==> src/rtl/mem_ctrl.sv <==
// Byte-serial RAM port arbiter for instruction fetch (IF) and load/store (MEM) requesters.
// Optional: define MC_IO_STALL_EN to hold stores to the I/O window while the UART TX buffer is full.
module mem_ctrl #(
    parameter int ADDR_W = 32,
    parameter int DATA_W = 32
) (
    input  logic              clk,
    input  logic              rst,
    input  logic              if_req,
    input  logic [ADDR_W-1:0] if_addr,
    output logic [1:0]        if_status,
    output logic [DATA_W-1:0] if_data,
    input  logic              mem_req,
    input  logic              mem_we,
    input  logic [1:0]        mem_len,
    input  logic [ADDR_W-1:0] mem_addr,
    input  logic [DATA_W-1:0] mem_wdata,
    output logic [1:0]        mem_status,
    output logic [DATA_W-1:0] mem_rdata,
    input  logic [7:0]        ram_din,
    output logic [7:0]        ram_dout,
    output logic [ADDR_W-1:0] ram_a,
    output logic              ram_wr,
    input  logic              io_buffer_full
);

    typedef enum logic [1:0] {IDLE, RD, WR, DONE} state_t;

    localparam logic [1:0]        STAT_INIT = 2'b00;
    localparam logic [1:0]        STAT_BUSY = 2'b01;
    localparam logic [1:0]        STAT_DONE = 2'b10;
    localparam logic [ADDR_W-1:0] ADDR_ONE  = {{(ADDR_W-1){1'b0}}, 1'b1};

    state_t            state_r;
    logic              owner_mem_r;
    logic [2:0]        cnt_r;
    logic [2:0]        nbytes_r;
    logic [DATA_W-1:0] wdata_r;
    logic [DATA_W-1:0] rbuf_r;
    logic [ADDR_W-1:0] ram_a_r;
    logic [7:0]        ram_dout_r;
    logic              ram_wr_r;
    logic [1:0]        if_status_r;
    logic [1:0]        mem_status_r;
    logic [DATA_W-1:0] if_data_r;
    logic [DATA_W-1:0] mem_rdata_r;
    logic              stall_s;

    function automatic logic [2:0] len_to_bytes(input logic [1:0] len);
        case (len)
            2'b00:   return 3'd1;
            2'b01:   return 3'd2;
            default: return 3'd4;
        endcase
    endfunction

    function automatic logic [DATA_W-1:0] put_lane(input logic [DATA_W-1:0] word,
                                                   input logic [1:0] lane,
                                                   input logic [7:0] data);
        logic [DATA_W-1:0] res;
        res = word;
        res[{lane, 3'b000} +: 8] = data;
        return res;
    endfunction

    function automatic logic [7:0] get_lane(input logic [DATA_W-1:0] word,
                                            input logic [1:0] lane);
        return word[{lane, 3'b000} +: 8];
    endfunction

`ifdef MC_IO_STALL_EN
    // A store byte aimed at the UART window waits for TX buffer space.
    assign stall_s = (state_r == WR) && (ram_a_r[17:16] == 2'b11) && io_buffer_full;
`else
    logic unused_io_s;
    assign unused_io_s = io_buffer_full;
    assign stall_s     = 1'b0;
`endif

    assign ram_a      = ram_a_r;
    assign ram_dout   = ram_dout_r;
    assign ram_wr     = ram_wr_r & ~stall_s;
    assign if_status  = if_status_r;
    assign mem_status = mem_status_r;
    assign if_data    = if_data_r;
    assign mem_rdata  = mem_rdata_r;

    // Controller FSM; every output is registered so ram_a/ram_dout lead the cycle they apply to.
    always_ff @(posedge clk) begin
        if (!rst) begin
            state_r      <= IDLE;
            owner_mem_r  <= 1'b0;
            cnt_r        <= 3'd0;
            nbytes_r     <= 3'd0;
            wdata_r      <= {DATA_W{1'b0}};
            rbuf_r       <= {DATA_W{1'b0}};
            ram_a_r      <= {ADDR_W{1'b0}};
            ram_dout_r   <= 8'h00;
            ram_wr_r     <= 1'b0;
            if_status_r  <= STAT_INIT;
            mem_status_r <= STAT_INIT;
            if_data_r    <= {DATA_W{1'b0}};
            mem_rdata_r  <= {DATA_W{1'b0}};
        end else begin
            case (state_r)
                IDLE: begin
                    cnt_r        <= 3'd0;
                    rbuf_r       <= {DATA_W{1'b0}};
                    if_status_r  <= STAT_INIT;
                    mem_status_r <= STAT_INIT;
                    if (mem_req) begin
                        owner_mem_r  <= 1'b1;
                        nbytes_r     <= len_to_bytes(mem_len);
                        wdata_r      <= mem_wdata;
                        ram_a_r      <= mem_addr;
                        mem_status_r <= STAT_BUSY;
                        if (mem_we) begin
                            state_r    <= WR;
                            ram_dout_r <= mem_wdata[7:0];
                            ram_wr_r   <= 1'b1;
                        end else begin
                            state_r  <= RD;
                            ram_wr_r <= 1'b0;
                        end
                    end else if (if_req) begin
                        owner_mem_r <= 1'b0;
                        nbytes_r    <= 3'd4;
                        ram_a_r     <= if_addr;
                        if_status_r <= STAT_BUSY;
                        state_r     <= RD;
                        ram_wr_r    <= 1'b0;
                    end else begin
                        ram_wr_r <= 1'b0;
                    end
                end
                RD: begin
                    // ram_din now holds the byte addressed one cycle earlier
                    if (cnt_r != 3'd0) begin
                        rbuf_r <= put_lane(rbuf_r, cnt_r[1:0] - 2'd1, ram_din);
                    end
                    if (cnt_r == nbytes_r) begin
                        state_r <= DONE;
                        if (owner_mem_r) begin
                            mem_status_r <= STAT_DONE;
                            mem_rdata_r  <= put_lane(rbuf_r, cnt_r[1:0] - 2'd1, ram_din);
                        end else begin
                            if_status_r <= STAT_DONE;
                            if_data_r   <= put_lane(rbuf_r, cnt_r[1:0] - 2'd1, ram_din);
                        end
                    end else begin
                        cnt_r   <= cnt_r + 3'd1;
                        ram_a_r <= ram_a_r + ADDR_ONE;
                    end
                end
                WR: begin
                    if (stall_s) begin
                        cnt_r <= cnt_r;
                    end else if (cnt_r == nbytes_r - 3'd1) begin
                        state_r  <= DONE;
                        ram_wr_r <= 1'b0;
                        if (owner_mem_r) begin
                            mem_status_r <= STAT_DONE;
                        end else begin
                            if_status_r <= STAT_DONE;
                        end
                    end else begin
                        cnt_r      <= cnt_r + 3'd1;
                        ram_a_r    <= ram_a_r + ADDR_ONE;
                        ram_dout_r <= get_lane(wdata_r, cnt_r[1:0] + 2'd1);
                    end
                end
                DONE: begin
                    state_r      <= IDLE;
                    ram_wr_r     <= 1'b0;
                    if_status_r  <= STAT_INIT;
                    mem_status_r <= STAT_INIT;
                end
                default: begin
                    state_r      <= IDLE;
                    ram_wr_r     <= 1'b0;
                    if_status_r  <= STAT_INIT;
                    mem_status_r <= STAT_INIT;
                end
            endcase
        end
    end

endmodule
==> config.mk <==
export PLATFORM = sky130hd
export DESIGN_NAME = mem_ctrl
export DESIGN_NICKNAME = d
export VERILOG_FILES = /design/src/rtl/mem_ctrl.sv
export SDC_FILE = /design/constraint.sdc
export NUM_CORES = 1
export LEC_CHECK = 0
export ABC_AREA = 1
export CAP_MARGIN = 10
export CELL_PAD_IN_SITES_DETAIL_PLACEMENT = 1
export CELL_PAD_IN_SITES_GLOBAL_PLACEMENT = 1
export CORE_MARGIN = 1.5
export CORE_UTILIZATION = 31
export CTS_CLUSTER_DIAMETER = 150
export DETAILED_ROUTE_END_ITERATION = 8
export PLACE_DENSITY_LB_ADDON = 0.1
export SYNTH_ARGS = -nofsm -noshare
export SYNTH_HDL_FRONTEND = slang
export SYNTH_SLANG_ARGS = --single-unit
==> constraint.sdc <==
create_clock -name clk -period 2 [get_ports clk]
set_clock_uncertainty 0.05 [all_clocks]
set_input_delay 0.3 -clock clk [delete_from_list [all_inputs] [get_ports clk]]
set_output_delay 0.3 -clock clk [all_outputs]
set_load 0.05 [all_outputs]
==> summary.txt, run 1 <==
Outcome
  • Status: finished, final reports clean

Setup path
  • Largest delay share family, worst path: buffers and inverters
  • Kind of critical path: reg -> out
  • Required @ worst endpoint: about 1.7 ns
  • Max FO, Critical Path: 2
  • Worst EP arrival: around 1.6 ns
  • CP endpoint kind: primary output
  • CP peak stage delay: about 0.81 ns
  • CP bufs+invs: 1
  • CP Launch Type: register
  • Max stage delay cell, worst path: clkdlybuf4s50_1
  • Cell chain of the critical path: clkdlybuf4s50_1

Power and ir drop
  • PD cells: ~1300 nW/um^2
  • Pleak: around 5.2 nW
  • VDD IR-drop max: 0.814 mV

Route
  • # DRC: 0
  • Avg WL per Cell: about 16 um
  • First DRT Iteration DRCs: 454
  • Routed wire length: roughly 32 mm
  • DRT Pass-1 Iters: 5
  • Vias per cell: slightly below 5
  • Routed Antenna Nets: 0
  • Vias: 9,897

Clocking
  • Worst-path clk slew: approximately 0.080 ns
  • # hold bufs at CTS: 0
  • Max clock buf depth: 2
  • CTS H-Tree Depth: 4
  • TritonCTS Buffers: 17
  • Clock sinks: between 150 and 200
  • CTS root buffer: clkbuf_16
  • Clock Latency Late Sink: ~0.43 ns
  • Clock tree from TritonCTS: yes

Timing
  • Slew Viols, Final: 0
  • Worst-Margin Slew: ~0.57 ns
  • Setup violations, final: 0
  • F_max: about 510 MHz
  • Setup_tns: 0 ns
  • Max_slew headroom: 62.0%
  • Min Clock Period, post-route: around 2.0 ns
  • Final WS setup: around 0.043 ns
  • Hold Vio Cnt, Final: 0
  • RSZ-0062 raised after global routing: yes
  • Fin crit share: between 90% and 100%

GRT
  • Grt ovf: 0
  • Largest net degree at the start of global routing: 78
  • Vias in the first global route: 9,653
  • Initial antenna violation count: 1
  • Total track usage: 20.6%
  • First-pass GRT wire length: 50.6 mm

Logic synthesis
  • Post-synth top cells: 377 x nand2_1, 246 x nor2_1, 182 x dfxtp_1
  • Dominant synthesized flop cell: dfxtp_1
  • Yosys top cell area share: a little under 40%
  • Count leader, synth: nand2_1
  • Synth warnings: 0
  • Cell count after synthesis: between 1,000 and 1,500
  • Number of flops mapped to enable cells by yosys: 0
  • Post-Syn Area: 9190 um^2
  • Syn nets: 1,551
  • Top cells by area, synth: dfxtp_1 40%, nand2_1 15%, nor2_1 10%
  • Distinct cells, synth: 34
  • Area leader, netlist: dfxtp_1
  • Sequential area share after synthesis: 39.7%
  • Post-synthesis area per instance: between 6 and 7 um^2
  • #FFs+latches synth: 182
  • Post-synth ARST share: 0%

Floorplanning
  • Rows: between 60 and 70
  • Initial core utilization: between 30% and 40%
  • Die Wd: about 180 um
  • Die area: between 30,000 and 40,000 um^2
  • Die H: 175 um
  • CORE AREA: between 20,000 and 30,000 um^2
  • Number of I/O pins: 221

Job
  • Max-cap violation count: 0

Placement
  • Port Buf Inserts: roughly 220
  • Detail Placement HPWL: 23.0 mm
  • GPL Wtd Cong: just over 0.8
  • Dpl ws: -0.0391 ns

Layout
  • Area of the multi-input gates: just under 5000 um^2
  • Filler Cell Count: 3,705
  • # nets final: roughly 1,800
  • FF/Latch Area: between 3000 and 4000 um^2
  • Synthesis-to-layout area growth: 40.3%
  • Antenna diodes: 0
  • Share of cells above drive strength 1: 10.0%

Hold path
  • Hold Path Class: in -> reg
placed cells by master (no fill, tap or decap), types with 5 or more instances in the layout:
master / n
o21ai_1: 19
o22ai_1: 13
nand4_1: 11
a21oi_1: 133
nand2_2: 6
nor2_4: 6
nand2_1: 374
nand3_1: 104
nor2_2: 6
dfxtp_1: 178
dlymetal6s2s_1: 12
buf_4: 62
buf_12: 15
o21bai_1: 7
ha_1: 12
o22ai_2: 11
clkbuf_16: 19
clkinv_4: 5
inv_1: 104
o21ai_0: 88
clkdlybuf4s50_1: 170
dlygate4sd2_1: 16
nor2_1: 241
worst min-delay path, delay by kind of cell:
kind,cells,cell delay [ns]
buffers and inverters,2,0.30
AO/OA/AOI/OAI,1,0.15
per-stage QoR:
| stage | std cells | power (W) | util, % | area, um^2 | hold WS [ns] |
|---|---|---|---|---|---|
| 6_report | 2044 | 0.0174 | 44.6 | 12900 | 0.299 |
| 5_1_grt | 2044 | 0.0186 | 44.6 | 12900 | 0.327 |
| 4_1_cts | 2041 | 0.0174 | 43.7 | 12700 | 0.303 |
| 3_5_place_dp | 2009 | 0.0140 | 41.8 | 12100 | 0.403 |
| 3_3_place_gp | 2009 | 0.0138 | 41.8 | 12100 | 0.399 |
| 2_1_floorplan | 1425 | 0.0107 | - | 9190 | 0.393 |
sequential cells by signal, summed over array words and instances (netlist names):
| name | count |
|---|---|
| wdata_r | 32 |
| cnt_r | 3 |
| ram_wr | 1 |
| mem_rdata | 32 |
| ram_a | 32 |
| mem_status | 2 |
| rbuf_r | 32 |
| owner_mem_r | 1 |
| state_r | 2 |
| if_data | 32 |
| if_status | 2 |
| nbytes_r | 3 |
| ram_dout | 8 |
routing by layer:
metal / vias up / part of all wire (%) / GRT usage [%] / wire (um)
met4: 2 / 1.3 / 4.95 / 410
met3: 27 / 4.9 / 4.11 / 1590
li1: 5031 / - / - / -
met5: - / 0.041 / 0 / 13
met2: 187 / 46 / 34.4 / 14900
met1: 4650 / 47 / 27.1 / 15200
kinds of logic after synthesis:
family | share of synthesized area [%]
flops | 39.7
compound gates | 15.9
buf+inv | 8.58
xor+xnor | 0.286
fa+ha+maj | 1.91
simple gates | 33.7
path summary, 6_finish.rpt:
| kind | start | slack [ns] | depth (start not counted) | endpoint |
|---|---|---|---|---|
| worst max-delay path | if_data[27]$_SDFFE_PN0P_ | 0.04 | 1 | if_data[27] |
| worst min-delay path | rst | 0.30 | 3 | if_data[26]$_SDFFE_PN0P_ |
| worst max register to register | cnt_r[1]$_SDFFE_PN0P_ | 0.12 | 8 | mem_rdata[29]$_SDFFE_PN0P_ |
| worst min register to register | mem_rdata[28]$_SDFFE_PN0P_ | 0.41 | 2 | mem_rdata[28]$_SDFFE_PN0P_ |
repair_timing:
| item | in CTS | in global routing |
|---|---|---|
| setup endpoints to repair | 21 | 90 |
| resized for setup | 17 | 50 |
| pin swaps | 0 | 3 |
| buffers inserted | 0 | 1 |
| gates cloned | 0 | 2 |
cell type report:
cell class                 count  share of cell area [%]
clock buffer                  19                    3.51
clock inverter                13                    1.05
inverter                     110                    3.20
multi-input combinational   1055                    38.1
sequential                   182                    28.3
tap                          384                    3.73
timing repair buffer         281                    22.1
power by group:
group / leakage (nW) / total, W / internal, W / switching (W)
sequential: 1.49 / 0.00508 / 0.00432 / 0.000756
clock: 0.286 / 0.00340 / 0.00173 / 0.00167
combinational: 3.46 / 0.00893 / 0.00303 / 0.00590
total: 5.23 / 0.0174 / 0.00908 / 0.00833
Power figures use the tool's default switching activity.
==> inputs of run 2 (changes only) <==
- CTS_CLUSTER_SIZE: unset -> 16
==> results of run 2 <==
Same layout as run 1: the final DEF is identical, and so are final timing and power.
